$ cat src/rtl/keypad_scanner_pkg.sv
// Shared definitions for the 4x4 keypad scanner: key code convention, column
// reset pattern and key FSM encoding. The row*4+col code convention is shared
// with the display and game logic so a code can drive a display nibble directly.
package keypad_scanner_pkg;

    localparam int unsigned KEY_W    = 4;
    localparam int unsigned NUM_ROWS = 4;
    localparam int unsigned NUM_KEYS = 16;

    // Column 0 driven low out of reset.
    localparam logic [3:0] COL_RESET = 4'b1110;

    typedef enum logic {
        StIdle = 1'b0,
        StHeld = 1'b1
    } key_state_e;

    // Key code for a matrix position: row*4 + col.
    function automatic logic [KEY_W-1:0] key_code_of(input logic [1:0] row,
                                                     input logic [1:0] col);
        return {row, col};
    endfunction

    // True when exactly one key is set in the map.
    function automatic logic is_single(input logic [NUM_KEYS-1:0] map);
        return (map != '0) && ((map & (map - 1'b1)) == '0);
    endfunction

    // Index of the set key; only meaningful when is_single() holds.
    function automatic logic [KEY_W-1:0] key_index(input logic [NUM_KEYS-1:0] map);
        logic [KEY_W-1:0] idx;
        idx = '0;
        for (int i = 0; i < NUM_KEYS; i++) begin
            if (map[i]) idx = KEY_W'(i);
        end
        return idx;
    endfunction

endpackage

$ cat src/rtl/keypad_debounce.sv
// Frame-level debouncer: a key map must be seen in DEBOUNCE_SCANS consecutive
// identical frames before it is copied to the stable map.
module keypad_debounce
    import keypad_scanner_pkg::*;
#(
    parameter int unsigned DEBOUNCE_SCANS = 4
) (
    input  logic                clk,
    input  logic                rst_n,
    input  logic                frame_end_i,
    input  logic [NUM_KEYS-1:0] frame_i,
    output logic [NUM_KEYS-1:0] stable_o
);

    localparam int unsigned CNT_W = $clog2(DEBOUNCE_SCANS + 1);
    localparam logic [CNT_W-1:0] CNT_MAX = CNT_W'(DEBOUNCE_SCANS);

    logic [NUM_KEYS-1:0] prev_q, prev_d;
    logic [NUM_KEYS-1:0] stable_q, stable_d;
    logic [CNT_W-1:0]    cnt_q, cnt_d;

    // Compare each completed frame with the last one and load once the run is long enough.
    always_comb begin
        prev_d   = prev_q;
        cnt_d    = cnt_q;
        stable_d = stable_q;
        if (frame_end_i) begin
            prev_d = frame_i;
            if (frame_i == prev_q) begin
                cnt_d = (cnt_q == CNT_MAX) ? cnt_q : cnt_q + 1'b1;
            end else begin
                cnt_d = CNT_W'(1);
            end
            // Reloading on every later matching frame is harmless and keeps this simple.
            if (cnt_d == CNT_MAX) stable_d = frame_i;
        end
    end

    // Debounce state registers.
    always_ff @(posedge clk or negedge rst_n) begin
        if (!rst_n) begin
            prev_q   <= '0;
            cnt_q    <= '0;
            stable_q <= '0;
        end else begin
            prev_q   <= prev_d;
            cnt_q    <= cnt_d;
            stable_q <= stable_d;
        end
    end

    assign stable_o = stable_q;

endmodule

$ cat src/rtl/keypad_scanner.sv
// 4x4 matrix keypad scanner: rotates an active-low column drive, samples the
// synchronised active-low rows into a 16-key frame, debounces whole frames and
// emits a one-cycle event with the row*4+col code of a newly pressed single key.
module keypad_scanner
    import keypad_scanner_pkg::*;
#(
    parameter int unsigned SCAN_DIV       = 100_000,
    parameter int unsigned DEBOUNCE_SCANS = 4
) (
    input  logic             clk,
    input  logic             rst_n,
    input  logic [3:0]       row_in,
    output logic [3:0]       col_out,
    output logic [KEY_W-1:0] key_code,
    output logic             key_valid,
    output logic             key_down
);

    localparam int unsigned DIV_W = $clog2(SCAN_DIV);
    localparam logic [DIV_W-1:0] DIV_MAX = DIV_W'(SCAN_DIV - 1);

    logic [3:0]          rows_meta_q, rows_s;
    logic [DIV_W-1:0]    div_q, div_d;
    logic                tick;
    logic [1:0]          col_q, col_d;
    logic [3:0]          col_out_q, col_out_d;
    logic [NUM_KEYS-1:0] frame_q, frame_d;
    logic                frame_end;
    logic [NUM_KEYS-1:0] stable;

    key_state_e          state_q, state_d;
    logic [KEY_W-1:0]    key_code_q, key_code_d;
    logic                key_valid_q, key_valid_d;
    logic                key_down_q, key_down_d;

    // Two-flop synchroniser for the asynchronous keypad rows.
    always_ff @(posedge clk or negedge rst_n) begin
        if (!rst_n) begin
            rows_meta_q <= 4'b1111;
            rows_s      <= 4'b1111;
        end else begin
            rows_meta_q <= row_in;
            rows_s      <= rows_meta_q;
        end
    end

    assign tick      = (div_q == DIV_MAX);
    assign frame_end = tick && (col_q == 2'd3);

    // Divider, column rotation and frame capture; rows settle SCAN_DIV-1 clocks before sampling.
    always_comb begin
        div_d     = tick ? '0 : div_q + 1'b1;
        col_d     = col_q;
        col_out_d = col_out_q;
        frame_d   = frame_q;
        if (tick) begin
            for (int r = 0; r < NUM_ROWS; r++) begin
                frame_d[key_code_of(2'(r), col_q)] = ~rows_s[r];
            end
            col_d     = col_q + 2'd1;
            col_out_d = {col_out_q[2:0], col_out_q[3]};
        end
    end

    // Scan state registers.
    always_ff @(posedge clk or negedge rst_n) begin
        if (!rst_n) begin
            div_q     <= '0;
            col_q     <= '0;
            col_out_q <= COL_RESET;
            frame_q   <= '0;
        end else begin
            div_q     <= div_d;
            col_q     <= col_d;
            col_out_q <= col_out_d;
            frame_q   <= frame_d;
        end
    end

    // frame_d carries the column-3 bits captured on the frame-end tick.
    keypad_debounce #(
        .DEBOUNCE_SCANS(DEBOUNCE_SCANS)
    ) u_debounce (
        .clk        (clk),
        .rst_n      (rst_n),
        .frame_end_i(frame_end),
        .frame_i    (frame_d),
        .stable_o   (stable)
    );

    // Key FSM: report a lone key once, then wait for an empty map before re-arming.
    always_comb begin
        state_d     = state_q;
        key_code_d  = key_code_q;
        key_valid_d = 1'b0;
        key_down_d  = key_down_q;
        unique case (state_q)
            StIdle: begin
                if (is_single(stable)) begin
                    key_code_d  = key_index(stable);
                    key_valid_d = 1'b1;
                    key_down_d  = 1'b1;
                    state_d     = StHeld;
                end
            end
            StHeld: begin
                if (stable == '0) begin
                    key_down_d = 1'b0;
                    state_d    = StIdle;
                end
            end
            default: state_d = StIdle;
        endcase
    end

    // Key FSM and output registers.
    always_ff @(posedge clk or negedge rst_n) begin
        if (!rst_n) begin
            state_q     <= StIdle;
            key_code_q  <= '0;
            key_valid_q <= 1'b0;
            key_down_q  <= 1'b0;
        end else begin
            state_q     <= state_d;
            key_code_q  <= key_code_d;
            key_valid_q <= key_valid_d;
            key_down_q  <= key_down_d;
        end
    end

    assign col_out   = col_out_q;
    assign key_code  = key_code_q;
    assign key_valid = key_valid_q;
    assign key_down  = key_down_q;

endmodule

$ cat config.mk
export PLATFORM = sky130hd
export DESIGN_NAME = keypad_scanner
export DESIGN_NICKNAME = d
export VERILOG_FILES = /design/src/rtl/keypad_scanner_pkg.sv /design/src/rtl/keypad_debounce.sv /design/src/rtl/keypad_scanner.sv
export SDC_FILE = /design/constraint.sdc
export NUM_CORES = 1
export LEC_CHECK = 0
export ABC_AREA = 1
export BUFFER_PORTS_ARGS = -buffer_cell sky130_fd_sc_hd__buf_2
export CAP_MARGIN = 15
export CORE_ASPECT_RATIO = 1.4
export CORE_MARGIN = 3
export CORE_UTILIZATION = 45
export CTS_CLUSTER_SIZE = 14
export DETAILED_ROUTE_END_ITERATION = 16
export GPL_TIMING_DRIVEN = 0
export SETUP_SLACK_MARGIN = 0.02
export SLEW_MARGIN = 25
export SYNTH_ARGS = -nofsm -noshare
export SYNTH_HDL_FRONTEND = slang
export SYNTH_SLANG_ARGS = --single-unit
$ cat constraint.sdc
create_clock -name clk -period 4 [get_ports clk]
set_input_delay 0.4 -clock clk [delete_from_list [all_inputs] [get_ports clk]]
set_output_delay 0.4 -clock clk [all_outputs]
set_load 0.01 [all_outputs]
* Word-level counts from Yosys, hierarchy flattened *
Cells that the tools add are included.

word-level totals
  register bits after elaboration = 89
  input bits = 6
  output and inout port bits = 10
  word-level logic and storage cells = 89

cells by class
  add/sub/neg operators = 4
  order comparisons = 8
  equal/unequal tests = 7
  mux-type cells = 39
  bitwise operators = 6
  reductions and logical operators = 12

operators by type and width
  operator                                             number
  bitwise mux 16 bit                                   4
  two-way mux 4 bit                                    14
  logical NOT 16 bit                                   2
  adder 17 x 1 -> 17 bit, second input constant        1
  == test 17 bit, second input constant                1
  two-way mux 17 bit                                   1
  AND 16 bit                                           1
  == test 16 bit                                       1
  two-way mux 16 bit                                   1
  nonzero test 16 bit                                  1
  subtractor 16 x 1 -> 16 bit, second input constant   1
  < comparator 4 x 5 -> 1 bit, second input constant   2
  two-way mux 1 bit                                    10
  two-way mux 3 bit                                    3
  demux 1 bit (select 2 bit)                           4
  >= comparator 4 x 1 -> 1 bit, second input constant  2
  == test 3 bit, second input constant                 2
  logical AND 1 bit                                    6
  AND reduction 2 bit                                  3
  < comparator 2 x 5 -> 1 bit, second input constant   1
  < comparator 3 x 5 -> 1 bit, second input constant   1
  NOT 1 bit                                            5
  case mux 1 bit (2 select lines)                      2
  adder 3 x 1 -> 3 bit, second input constant          1
  6 further kinds                                      6

* Logic depth before layout (Yosys ltp) *
Gate-level depths: netlist (run 1).

  depth after elaboration = 15
  mapped depth = 19
  depth with buffers taken out = 18

* Cells and area by module *
From an unflattened synthesis (run 1), not the netlist that was laid out.

unflattened totals
  cell total of the unflattened synthesis = 564
  area, all modules = 4,574.4 um^2

by module, submodules not included
  module           times used  cells each  area an instance (um^2)  seq. area each (um^2)
  keypad_scanner   1           312         2,676.3                  1,365.1
  keypad_debounce  1           252         1,898.1                  875.8

* Least setup slack after synthesis (run 1) *
OpenSTA, ideal clock, no wires.

  kind = register -> register
  from = register div_q[0]
  to = register u_debounce.stable_q[12], in the netlist u_debounce.stable_o[12]
  setup time = 0.117 ns
  arrival = 2.231 ns
  required time = 3.883 ns
  slack = 1.652 ns
  cell stages (with the launch flop) = 19
  buffers on the path = 2
  period minus slack after synthesis = 2.348 ns
  path through = dfrtp_1 ha_1 nand3_2 nor2_1 nand3_4 buf_6 nand2_2 nand2_2 nand2_1 nand2_1 nor2_1 nand2_1 nor2_2 nand3_1 nor2_4 nand2_4 buf_6 nand2_1 nand2_1

between the ends
  cells in the longest elaborated chain, start to end = 7
  elaborated cells between the ends (all ways) = 8
  classes of those cells = 3 x eq/ne; 3 x mux; 2 x reduce/logical

RTL lines
  item                           line                   source
  start, declared                keypad_scanner.sv:23   logic [DIV_W-1:0] div_q, div_d;
  start signal, assigned         keypad_scanner.sv:73   div_q <= div_d;
  == test 17 bit                 keypad_scanner.sv:47   assign tick = (div_q == DIV_MAX);
  two-way mux 16 bit             keypad_scanner.sv:56   if (tick) begin
  net frame_d[3]                 keypad_scanner.sv:27   logic [NUM_KEYS-1:0] frame_q, frame_d;
  == test 16 bit                 keypad_debounce.sv:29  if (frame_i == prev_q) begin
  two-way mux 3 bit              keypad_debounce.sv:29
  two-way mux 3 bit              keypad_debounce.sv:27  if (frame_end_i) begin
  == test 3 bit                  keypad_debounce.sv:35  if (cnt_d == CNT_MAX) stable_d = frame_i;
  AND reduction 2 bit (no line)  -
  end signal, assigned           keypad_debounce.sv:48  stable_q <= stable_d;
  end, declared                  keypad_debounce.sv:19  logic [NUM_KEYS-1:0] stable_q, stable_d;

The timed path passes the listed nets, and every way through them passes these cells. The select of a mux whose other input is x is not followed.
A chain may end at the register's enable or synchronous reset.

* Final worst setup path (run 1) *
  from = register div_q[0]
  to = register u_debounce.stable_q[5], in the netlist u_debounce.stable_o[5]

Same word-level chain as after synthesis.

==> results by group, run 1 <==
Setup path
  – Crit path max-delay family: simple AND/OR/NAND/NOR gates
  – Slowest cell on the critical path: dfrtp_1
  – Crit-path most repeated cell: nand2_1
  – Worst EP required: 4230 ps
  – Crit path DAT: 3190 ps
  – CP Class: flip-flop to flip-flop
  – Max incr delay on CP: 400 ps
  – CP Cell Sequence: ha_1 > nand3_2 > nor2_1 > nand3_4 > clkinv_1 > nand2_1 > nand2_2 > nand2_1 > nand2_1 > nor2_1 > nand2_1 > nor2_2 > nand3_1 > nor2_4 > nand2_4 > buf_6 > nand2_1 > nand2_1
  – Startpoint types: flip-flop
  – Worst Path Buf+Inv: 2
  – CP max FO: 10
  – Crit. End Element: flip-flop

Clocking
  – Sink Count: 89
  – Post-CTS Setup Inserts: 0
  – Skew-Pair Late Insertion Delay: ~340 ps
  – Clock transition at path regs: 60 ps
  – CTS tree: built
  – Inserted Clock Buffers: 9
  – H-tree depth: 3
  – Clock root cell: clkbuf_16
  – Clock Tree Buf Depth: 2
  – Post-CTS sizing: 0

GRT
  – GRT Util Overall: 19.26%
  – Grt total ovfl: 0
  – Vias in the first global route: between 3000 and 4000
  – First-pass GRT wire length: between 15000 and 20000 µm
  – Initial antenna violation count: 0
  – Largest net degree at the start of global routing: 56

Pwr
  – Worst VDD drop: 0.2049 mV
  – Total power divided by cell area: ~340 nW/µm²
  – Lkg Pwr: 2.637 nW

STA
  – Min Tclk post-route: 2956 ps
  – Final hold violation count: 0
  – Worst Max-Slew Pin Slew: roughly 560 ps
  – Setup_tns: 0 ps
  – Slew Limit Fails: 0
  – Worst Skew: 8.237 ps
  – Max Freq: 338.3 MHz
  – Fin crit share: roughly three quarters
  – Max-slew headroom: between 60% and 70%
  – Final setup viols: 0
  – Unrepaired setup endpoints after global routing: false

Detailed routing
  – Initial DRC Count: 192
  – Detailed Route WL: ~9900 µm
  – Final ANT Viol Nets: 0
  – Vias post-DR: 3718
  – Vias per cell: 5.150
  – Average wire per standard cell: 13.68 µm
  – DRC: 0
  – Drt first pass iters: 4

Final layout
  – Leading cell type in the layout, fill and taps excluded: nand2_1
  – Area Growth Syn to Fin: 12.59%
  – Final core utilization: 52.59%
  – Share of cells above drive strength 1: between 10% and 20%
  – Fill cells: 936
  – Most frequent cells in the layout: 134 x nand2_1, 78 x dfrtp_1, 66 x inv_1
  – Diodes inserted: 0
  – NumNets Final: 598

Die
  – Cell Rows: 42
  – Starting Density: 46.71%
  – Die height: 124.2 µm
  – CORE AREA: 9617 µm²
  – DIE WIDTH: 90.44 µm
  – Die footprint: 11230 µm²
  – Boundary Pins: 16

Synth
  – Seq/Total Area, Yosys: 49.89%
  – Ys Warns: 0
  – Top post-synthesis cells by area: dfrtp_1 43%, nand2_1 11%, dfstp_2 6.4%, nand3_1 6.0%, inv_1 5.5%
  – Cell variety after synth: 36
  – Yosys top cell by area: dfrtp_1
  – Syn avg cell area: 8.064 µm²
  – Syn Inst Count: 557
  – Synthesized area: 4492 µm²
  – Synth Net Count: 570
  – FF+latch count, synth: 89
  – Post-synth top area share: approximately 43%

Placed design
  – RePlAce Congestion: 0.8460
  – Dpl hpwl: 7349 µm
  – PortBufs: 15

Status
  – Status: complete, no violations

Hold path
  – HP Class: input pin to flip-flop

Flow run
  – Max_cap viols: 0
where the power goes:
group	total [mW]	switching (mW)	internal (mW)
logic	0.0260	0.0190	0.00698
clock network	0.790	0.351	0.439
registers	0.912	0.00425	0.908
cells in the mapped netlist (all sizes together):
cell type	n
nand3b	6
nor2	69
o21ai	26
clkinv	2
dfstp	11
nor3	6
xor2	5
nand4	8
buf	9
a31oi	1
a211oi	1
nor4	3
o22ai	14
ha	7
inv	66
clkbuf	3
and3	1
a21oi	26
o21bai	1
maj3	1
o31ai	3
mux2i	1
dfrtp	78
nand2	152
a21o	1
nand3	56
per-layer routing:
metal / global-route usage (%) / wire length, µm / up-vias
li1: - / - / 1869
met1: 21.47 / 4007 / 1764
met2: 34.82 / 5315 / 62
met3: 3.390 / 243 / 23
met4: 9.739 / 311 / 0
met5: 0 / 0 / -
through the flow:
stage	area (µm²)	hold slack, ps	instances	total power [mW]	setup WS (ps)
floorplan	4492	104.4	557	0.9283	1652
global placement	4732	345.6	704	0.9503	1032
detailed placement	4766	312.1	705	0.9549	993.0
CTS	5057	142.2	722	1.757	979.9
global route	5057	138.8	722	1.797	762.1
finish	5057	158.1	722	1.728	1044
what timing repair did:
action / CTS / global route
hold endpoints to repair: 27 / 0
hold buffers: 1 / 0
endpoints found under the setup margin: 0 / 0
cell type report:
cell class                      count  area, µm²  share of cell area [%]
Clock inverter                      6      42.54                  0.8412
Tap cell                          132      165.2                   3.266
Clock buffer                       10      239.0                   4.725
Timing Repair Buffer               17      118.9                   2.350
Buffer                             12      76.32                   1.509
Inverter                           68      255.2                   5.047
Multi-Input combinational cell    388       1919                   37.95
Sequential cell                    89       2241                   44.31
final timing paths:
path,start,to,slack (ps),depth (start not counted)
max in group asynchronous,rst_n,rows_meta_q[1]$_DFF_PN1_,2840,3
setup / recovery,div_q[0]$_DFF_PN0_,u_debounce.stable_o[5]$_DFFE_PN0P_,1040,18
setup reg to reg,div_q[0]$_DFF_PN0_,u_debounce.stable_o[5]$_DFFE_PN0P_,1040,18
hold / removal,row_in[0],rows_meta_q[0]$_DFF_PN1_,160,1
min in group asynchronous,rst_n,key_code[2]$_DFFE_PN0P_,510,2
hold reg to reg,rows_meta_q[1]$_DFF_PN1_,rows_s[1]$_DFF_PN1_,360,0
state kept, by name, summed over array words and instances, names as in the netlist:
signal / cells
state_q: 1
div_q: 17
rows_meta_q: 4
u_debounce.prev_q: 16
key_valid: 1
key_down: 1
key_code: 4
col_out: 4
u_debounce.cnt_q: 3
u_debounce.stable_o: 16
rows_s: 4
frame_q: 16
col_q: 2
worst register-to-register path, stage by stage (launching register included):
cell and delay, ps:
dfrtp_1 400, ha_1 240, nand3_2 130, nor2_1 90, nand3_4 150, clkinv_1 330, nand2_1 200, nand2_2 100
nand2_1 70, nand2_1 40, nor2_1 90, nand2_1 90, nor2_2 100, nand3_1 150, nor2_4 270, nand2_4 120
buf_6 160, nand2_1 60, nand2_1 40
cell families (layout without fill, tap and decap cells):
logic type | Yosys count | after routing | synth area share [%]
and+or+nand+nor | 301 | 301 | 30.47
DFF | 89 | 89 | 49.89
buffers and inverters | 80 | 113 | 7.381
AOI/OAI and AO/OA | 73 | 73 | 8.886
adders and majority gates | 8 | 8 | 2.173
xor gates and xnor gates | 5 | 5 | 0.9749
muxes | 1 | 1 | 0.2229
(Power assumes the default switching activity.)
==> inputs of run 2 (changes only) <==
Clock period 4 ns to 2.6 ns, I/O delays scaled along.
==> run 2 against run 1 <==
Final cell count grew 5.3%. The run now ends with setup timing left. Largest cell class unchanged. Sequential power increased by 54%. Wire length rose by 9.0%.
==> results by group, run 2 (synthesized netlist as in run 1, its figures left out) <==
Clocking
  – CTS tree: built
  – Sink Count: 89 (unchanged)
  – Clock transition at path regs: 70 ps (about the same)
  – H-tree depth: 3 (unchanged)
  – Inserted Clock Buffers: 9 (unchanged)
  – Skew-Pair Late Insertion Delay: 340 ps (about the same)
  – Clock root cell: clkbuf_16
  – Clock Tree Buf Depth: 2 (unchanged)

Final layout
  – Fill cells: 901 (-3.7%)
  – Largest Register: div_q
  – Share of cells above drive strength 1: 23.41% (+11 points)
  – Number of flip-flops in the largest register: 17 (unchanged)
  – Area Growth Syn to Fin: 23.43%
  – Non-Filler Instances: 760 (+5.3%)
  – Diodes inserted: 0 (unchanged)
  – NumNets Final: 636 (+6.4%)
  – Most frequent cells in the layout: 121 x nand2_1, 76 x dfrtp_1, 64 x inv_1
  – Leading cell type in the layout, fill and taps excluded: nand2_1

Setup path
  – Max incr delay on CP: 400 ps (about the same)
  – Slowest cell on the critical path: dfrtp_1
  – Crit-path most repeated cell: nand2_1
  – Reg-to-Reg Start: div_q[0]$_DFF_PN0_
  – CP max FO: 6 (-4)
  – Worst EP required: 2830 ps (-1400 ps)
  – Crit. End Element: flip-flop
  – CP Launch Point: div_q[0]$_DFF_PN0_
  – Startpoint types: flip-flop
  – CP Cell Sequence: ha_4 > nand3_4 > inv_2 > nand2_2 > nor2_4 > buf_12 > nand3_1 > nand3_1 > nand2_1 > nor2_1 > nand2_1 > nor2_4 > nand3_4 > nor2_4 > nand2_4 > buf_6 > nand2_1 > nand2_1
  – Crit path DAT: 2900 ps (-290 ps)
  – CP Class: flip-flop to flip-flop

Hold path
  – Critical hold path startpoint: row_in[3]
  – HP Class: input pin to flip-flop

Pwr
  – Comb pwr share: 1.5% (about the same)
  – Final Total Pwr: 2.668 mW (+54%)
  – Total power divided by cell area: 481.2 nW/µm² (+41%)
  – Lkg Pwr: 2.859 nW (+8.4%)
  – Int Pwr: 2.082 mW (+54%)
  – Clk pwr share: 45.9% (+0.2 points)
  – Reg power frac: 52.6% (-0.2 points)
  – Sw Pwr: 0.5859 mW (+56%)
  – Switching share of total power: 21.96% (+0.28 points)
  – Worst VDD drop: 0.3244 mV (+58%)

STA
  – Max Freq: 374.9 MHz (+11%)
  – Slew Limit Fails: 0 (unchanged)
  – Setup_tns: -861.7 ps (-861.7 ps)
  – Worst Max-Slew Pin Slew: 569.7 ps (+4.774 ps)
  – Min Tclk post-route: 2667 ps (-288.5 ps)
  – Final hold violation count: 0 (unchanged)
  – Max-slew headroom: 62.02% (-0.32 points)
  – Unrepaired setup endpoints after global routing: true
  – Slack of the critical path: -67.13 ps (-1111 ps)
  – Final setup viols: 16 (+16)
  – Worst Skew: 6.925 ps (-1.312 ps)
  – Fin crit share: 102.6% (+29 points)

Detailed routing
  – Vias post-DR: 3898 (+4.8%)
  – Vias per cell: 5.129 (-0.40%)
  – Drt first pass iters: 4 (unchanged)
  – Average wire per standard cell: 14.17 µm (+3.5%)
  – Final ANT Viol Nets: 0 (unchanged)
  – DRC: 0 (unchanged)
  – Detailed Route WL: 10770 µm (+9.0%)
  – Initial DRC Count: 208 (+8.3%)

Die
  – DIE WIDTH: 90.44 µm (unchanged)
  – Die height: 124.2 µm (unchanged)
  – Boundary Pins: 16 (unchanged)
  – Starting Density: 46.71% (unchanged)
  – Die footprint: 11230 µm² (unchanged)
  – CORE AREA: 9617 µm² (unchanged)
  – Cell Rows: 42 (unchanged)

Status
  – Failing checks: setup timing
  – Status: complete, but fails checks

Placed design
  – Dpl hpwl: 7349 µm (unchanged)
  – RePlAce Congestion: 0.8460 (unchanged)
  – Placed cell count: 705 (unchanged)
  – PortBufs: 15 (unchanged)

Flow run
  – Max_cap viols: 0 (unchanged)

GRT
  – First-pass GRT wire length: 18100 µm (+4.3%)
  – Initial antenna violation count: 0 (unchanged)
  – Vias in the first global route: 3882 (+3.0%)
  – Grt total ovfl: 0 (unchanged)
  – Largest net degree at the start of global routing: 56 (unchanged)
  – GRT Util Overall: 20.21% (+0.95 points)
## run 2: worst max-delay path: cells and delay by family (launching register included)
family / cells / cell delay [ps]
adder cells (fa/ha/maj): 1 / 170
buffers and inverters: 3 / 370
flip-flops: 1 / 400
AND/OR/NAND/NOR: 14 / 1610
## run 2: path summary, 6_finish.rpt
| kind | slack [ps] | end | cells past startpoint |
|---|---|---|---|
| setup / recovery | -70 | u_debounce.stable_o[12]$_DFFE_PN0P_ | 18 |
| hold / removal | 10 | rows_meta_q[3]$_DFF_PN1_ | 1 |
| setup reg to reg | -70 | u_debounce.stable_o[12]$_DFFE_PN0P_ | 18 |
| hold reg to reg | 350 | rows_s[0]$_DFF_PN1_ | 0 |
| max in group asynchronous | 1580 | rows_meta_q[1]$_DFF_PN1_ | 3 |
| min in group asynchronous | 370 | key_code[2]$_DFFE_PN0P_ | 2 |
## run 2: power groups by stage
| stage | combinational, mW | sequential, mW | clock [mW] |
|---|---|---|---|
| finish | 0.0403 | 1.40 | 1.22 |
| detailed placement | 0.0408 | 1.43 | 0 |
| CTS | 0.0425 | 1.40 | 1.26 |
| floorplan | 0.00265 | 1.43 | 0 |
| global placement | 0.0338 | 1.43 | 0 |
| global route | 0.0474 | 1.40 | 1.32 |
## run 2: stage by stage
| step | hold WS [ps] | util, % | cell area (µm²) | setup WS [ps] |
|---|---|---|---|---|
| CTS | 2.191 | 55.54 | 5341 | -31.53 |
| floorplan | -35.59 | - | 4492 | 251.8 |
| finish | 14.13 | 57.65 | 5544 | -67.13 |
| global route | -0.9274 | 57.65 | 5544 | -216.7 |
| global placement | 345.6 | 49.21 | 4732 | -367.9 |
| detailed placement | 172.1 | 49.56 | 4766 | -407.0 |
## run 2: cell type report
type / count / area [µm²] / area share, %
inverters: 68 / 256.5 / 4.626
well taps: 132 / 165.2 / 2.979
clock inverters: 6 / 42.54 / 0.7673
flip-flops and latches: 89 / 2243 / 40.46
clock buffers: 10 / 239.0 / 4.311
plain buffers: 10 / 70.07 / 1.264
repair buffers: 56 / 435.4 / 7.854
multi-input cells: 389 / 2092 / 37.73
## run 2: timing repair
action                                  in CTS  in global routing
endpoints found under the setup margin      16                 16
pin swaps                                   18                 12
hold buffers                                 1                  0
buffers inserted                            22                 15
gates resized for setup                     24                 25
cloned                                       3                  0
endpoints found under the hold margin       27                  0
## run 2: layer usage
layer  global-route usage (%)  up-vias  routed length [µm]
met5                        0        -                   0
met4                    10.46        0                 330
met3                    3.450       27                 244
met2                    37.24       55                5960
met1                    21.86     1862                4232
li1                         -     1954                   -
==> inputs of run 3 (changes only) <==
Settings changed: CELL_PAD_IN_SITES_DETAIL_PLACEMENT from default to 1, CELL_PAD_IN_SITES_GLOBAL_PLACEMENT from default to 1, CORE_UTILIZATION 45 to 42, PLACE_DENSITY_LB_ADDON from default to 0.1, SETUP_SLACK_MARGIN 0.02 to 0.2.
==> run 3 against run 2 <==
The flow still finishes with violations (setup timing). Clock skew up 1.9 ps. First-iteration DRC count down 39%. Sequential cell count unchanged. Worst setup slack worse by 66 ps.
==> results by group, run 3 (synthesized netlist as in run 1, its figures left out) <==
Detailed routing
  – Detailed Route WL: 13120 µm (+22%)
  – Vias post-DR: 4085 (+4.8%)
  – Drt first pass iters: 4 (unchanged)
  – Final ANT Viol Nets: 0 (unchanged)
  – DRC: 0 (unchanged)
  – Average wire per standard cell: 17.10 µm (+21%)
  – Initial DRC Count: 126 (-39%)
  – Vias per cell: 5.326 (+3.8%)

STA
  – Fin crit share: 105.1% (+2.5 points)
  – Final setup viols: 16 (unchanged)
  – Worst Max-Slew Pin Slew: 567.4 ps (-2.262 ps)
  – Unrepaired setup endpoints after global routing: true
  – Min Tclk post-route: 2733 ps (+66.00 ps)
  – Max Freq: 365.9 MHz (-2.4%)
  – Worst Skew: 8.868 ps (+1.942 ps)
  – Final hold violation count: 0 (unchanged)
  – Slew Limit Fails: 0 (unchanged)
  – Slack of the critical path: -133.1 ps (-66.00 ps)
  – Max-slew headroom: 62.17% (+0.15 points)

Final layout
  – NumNets Final: 637 (+0.16%)
  – Area Growth Syn to Fin: 24.79%
  – Number of flip-flops in the largest register: 17 (unchanged)
  – Final core utilization: 53.87% (-3.8 points)
  – Fill cells: 1267 (+41%)
  – Share of cells above drive strength 1: 22.89% (-0.51 points)
  – Fin area: 5605 µm² (+1.1%)
  – Leading cell type in the layout, fill and taps excluded: nand2_1
  – Largest Register: div_q
  – Diodes inserted: 0 (unchanged)
  – Most frequent cells in the layout: 122 x nand2_1, 77 x dfrtp_1, 64 x inv_1

Die
  – Starting Density: 43.17% (-3.5 points)
  – Die height: 128.4 µm (+3.3%)
  – Boundary Pins: 16 (unchanged)
  – CORE AREA: 10410 µm² (+8.2%)
  – Cell Rows: 44 (+4.8%)
  – DIE WIDTH: 93.40 µm (+3.3%)
  – Die footprint: 11990 µm² (+6.7%)

Hold path
  – HP Class: input pin to flip-flop
  – Critical hold path startpoint: row_in[3]

GRT
  – Initial antenna violation count: 0 (unchanged)
  – First-pass GRT wire length: 21300 µm (+18%)
  – Largest net degree at the start of global routing: 50 (-11%)
  – Grt total ovfl: 0 (unchanged)
  – GRT Util Overall: 22.87% (+2.7 points)
  – Vias in the first global route: 4437 (+14%)

Setup path
  – Reg-to-Reg Start: div_q[0]$_DFF_PN0_
  – Startpoint types: flip-flop
  – CP Launch Point: div_q[0]$_DFF_PN0_
  – CP max FO: 7 (+1)
  – Worst EP required: 2840 ps (about the same)
  – CP Class: flip-flop to flip-flop
  – Crit. End Element: flip-flop
  – Crit path DAT: 2970 ps (+70 ps)

Flow run
  – Max_cap viols: 0 (unchanged)

Status
  – Failing checks: setup timing
  – Status: complete, but fails checks

Clocking
  – Inserted Clock Buffers: 9 (unchanged)
  – Clock transition at path regs: 70 ps (about the same)
  – H-tree depth: 3 (unchanged)
  – Sink Count: 89 (unchanged)
  – Clock root cell: clkbuf_16
  – Clock Tree Buf Depth: 2 (unchanged)
  – CTS tree: built
  – Skew-Pair Late Insertion Delay: 350 ps (about the same)

Placed design
  – Dpl hpwl: 8838 µm (+20%)
  – Post-Place Cell Area: 4773 µm² (+0.16%)
  – PortBufs: 15 (unchanged)
  – RePlAce Congestion: 0.8086 (-4.4%)

Pwr
  – Lkg Pwr: 2.882 nW (+0.81%)
  – Worst VDD drop: 0.3256 mV (+0.38%)
  – Total power divided by cell area: 497.2 nW/µm² (+3.3%)
==> run 3: area by class of cell <==
cell class	instances	area, µm²	share of cell area, %
Buffer	12	93.84	1.674
Clock buffer	9	225.2	4.018
Clock inverter	7	76.32	1.362
Inverter	68	257.7	4.598
Multi-Input combinational cell	389	2071	36.94
Sequential cell	89	2242	40.00
Tap cell	138	172.7	3.080
Timing Repair Buffer	55	466.7	8.326
==> run 3: repair_timing <==
| action | 4_1_cts | 5_1_grt |
|---|---|---|
| pin swaps | 14 | 18 |
| setup buffers | 23 | 10 |
| hold buffers | 3 | 0 |
| setup endpoints to repair | 19 | 22 |
| gates cloned | 3 | 1 |
| hold endpoints to repair | 35 | 0 |
| resized for setup | 32 | 22 |
==> run 3: critical path, stage by stage, from the launching register on <==
cell	delay [ps]
dfrtp_1	390
ha_4	170
nand3_4	110
inv_2	90
nand2_2	60
nor2_4	160
buf_6	150
nand3b_1	190
nand3_1	160
nand2_1	60
nor2_1	130
nand2_2	90
nor2_4	150
nand3_4	100
nor2_4	210
nand2_4	130
buf_6	150
nand2_1	60
nand2_1	50
==> run 3: worst paths after layout <==
check                      slack, ps                                 end  cells past startpoint
setup reg to reg                -130  u_debounce.stable_o[6]$_DFFE_PN0P_                     18
setup / recovery                -130  u_debounce.stable_o[6]$_DFFE_PN0P_                     18
min in group asynchronous        400             key_code[0]$_DFFE_PN0P_                      2
hold / removal                     2            rows_meta_q[3]$_DFF_PN1_                      1
max in group asynchronous       1550            rows_meta_q[0]$_DFF_PN1_                      3
hold reg to reg                  360                 rows_s[0]$_DFF_PN1_                      0
==> run 3: stage by stage <==
stage | worst slack [ps] | hold WS, ps | cells | setup TNS (ps) | total power [mW]
final | -133.1 | 1.785 | 767 | -1793 | 2.787
after floorplan | 251.8 | -35.59 | 557 | 0 | 1.428
after CTS | -94.35 | 0.2377 | 756 | -1052 | 2.815
after detailed placement | -529.9 | 200.7 | 711 | -7502 | 1.470
after global routing | -314.0 | 8.335 | 767 | -4563 | 2.860
after global placement | -460.5 | 346.0 | 710 | -6483 | 1.463
==> run 3: routing by layer <==
metal	vias to the layer above	part of all wire (%)	global-route usage, %
li1	1948	-	-
met1	2066	37	23.02
met2	44	59	45.20
met3	27	1.4	2.339
met4	0	2.8	11.82
met5	-	0	0
==> run 3: power breakdown <==
part           internal (mW)  switching [mW]  leakage, nW
Sequential              1.40         0.00659         1.19
Clock                  0.753           0.587        0.143
Combinational         0.0127          0.0311         1.55
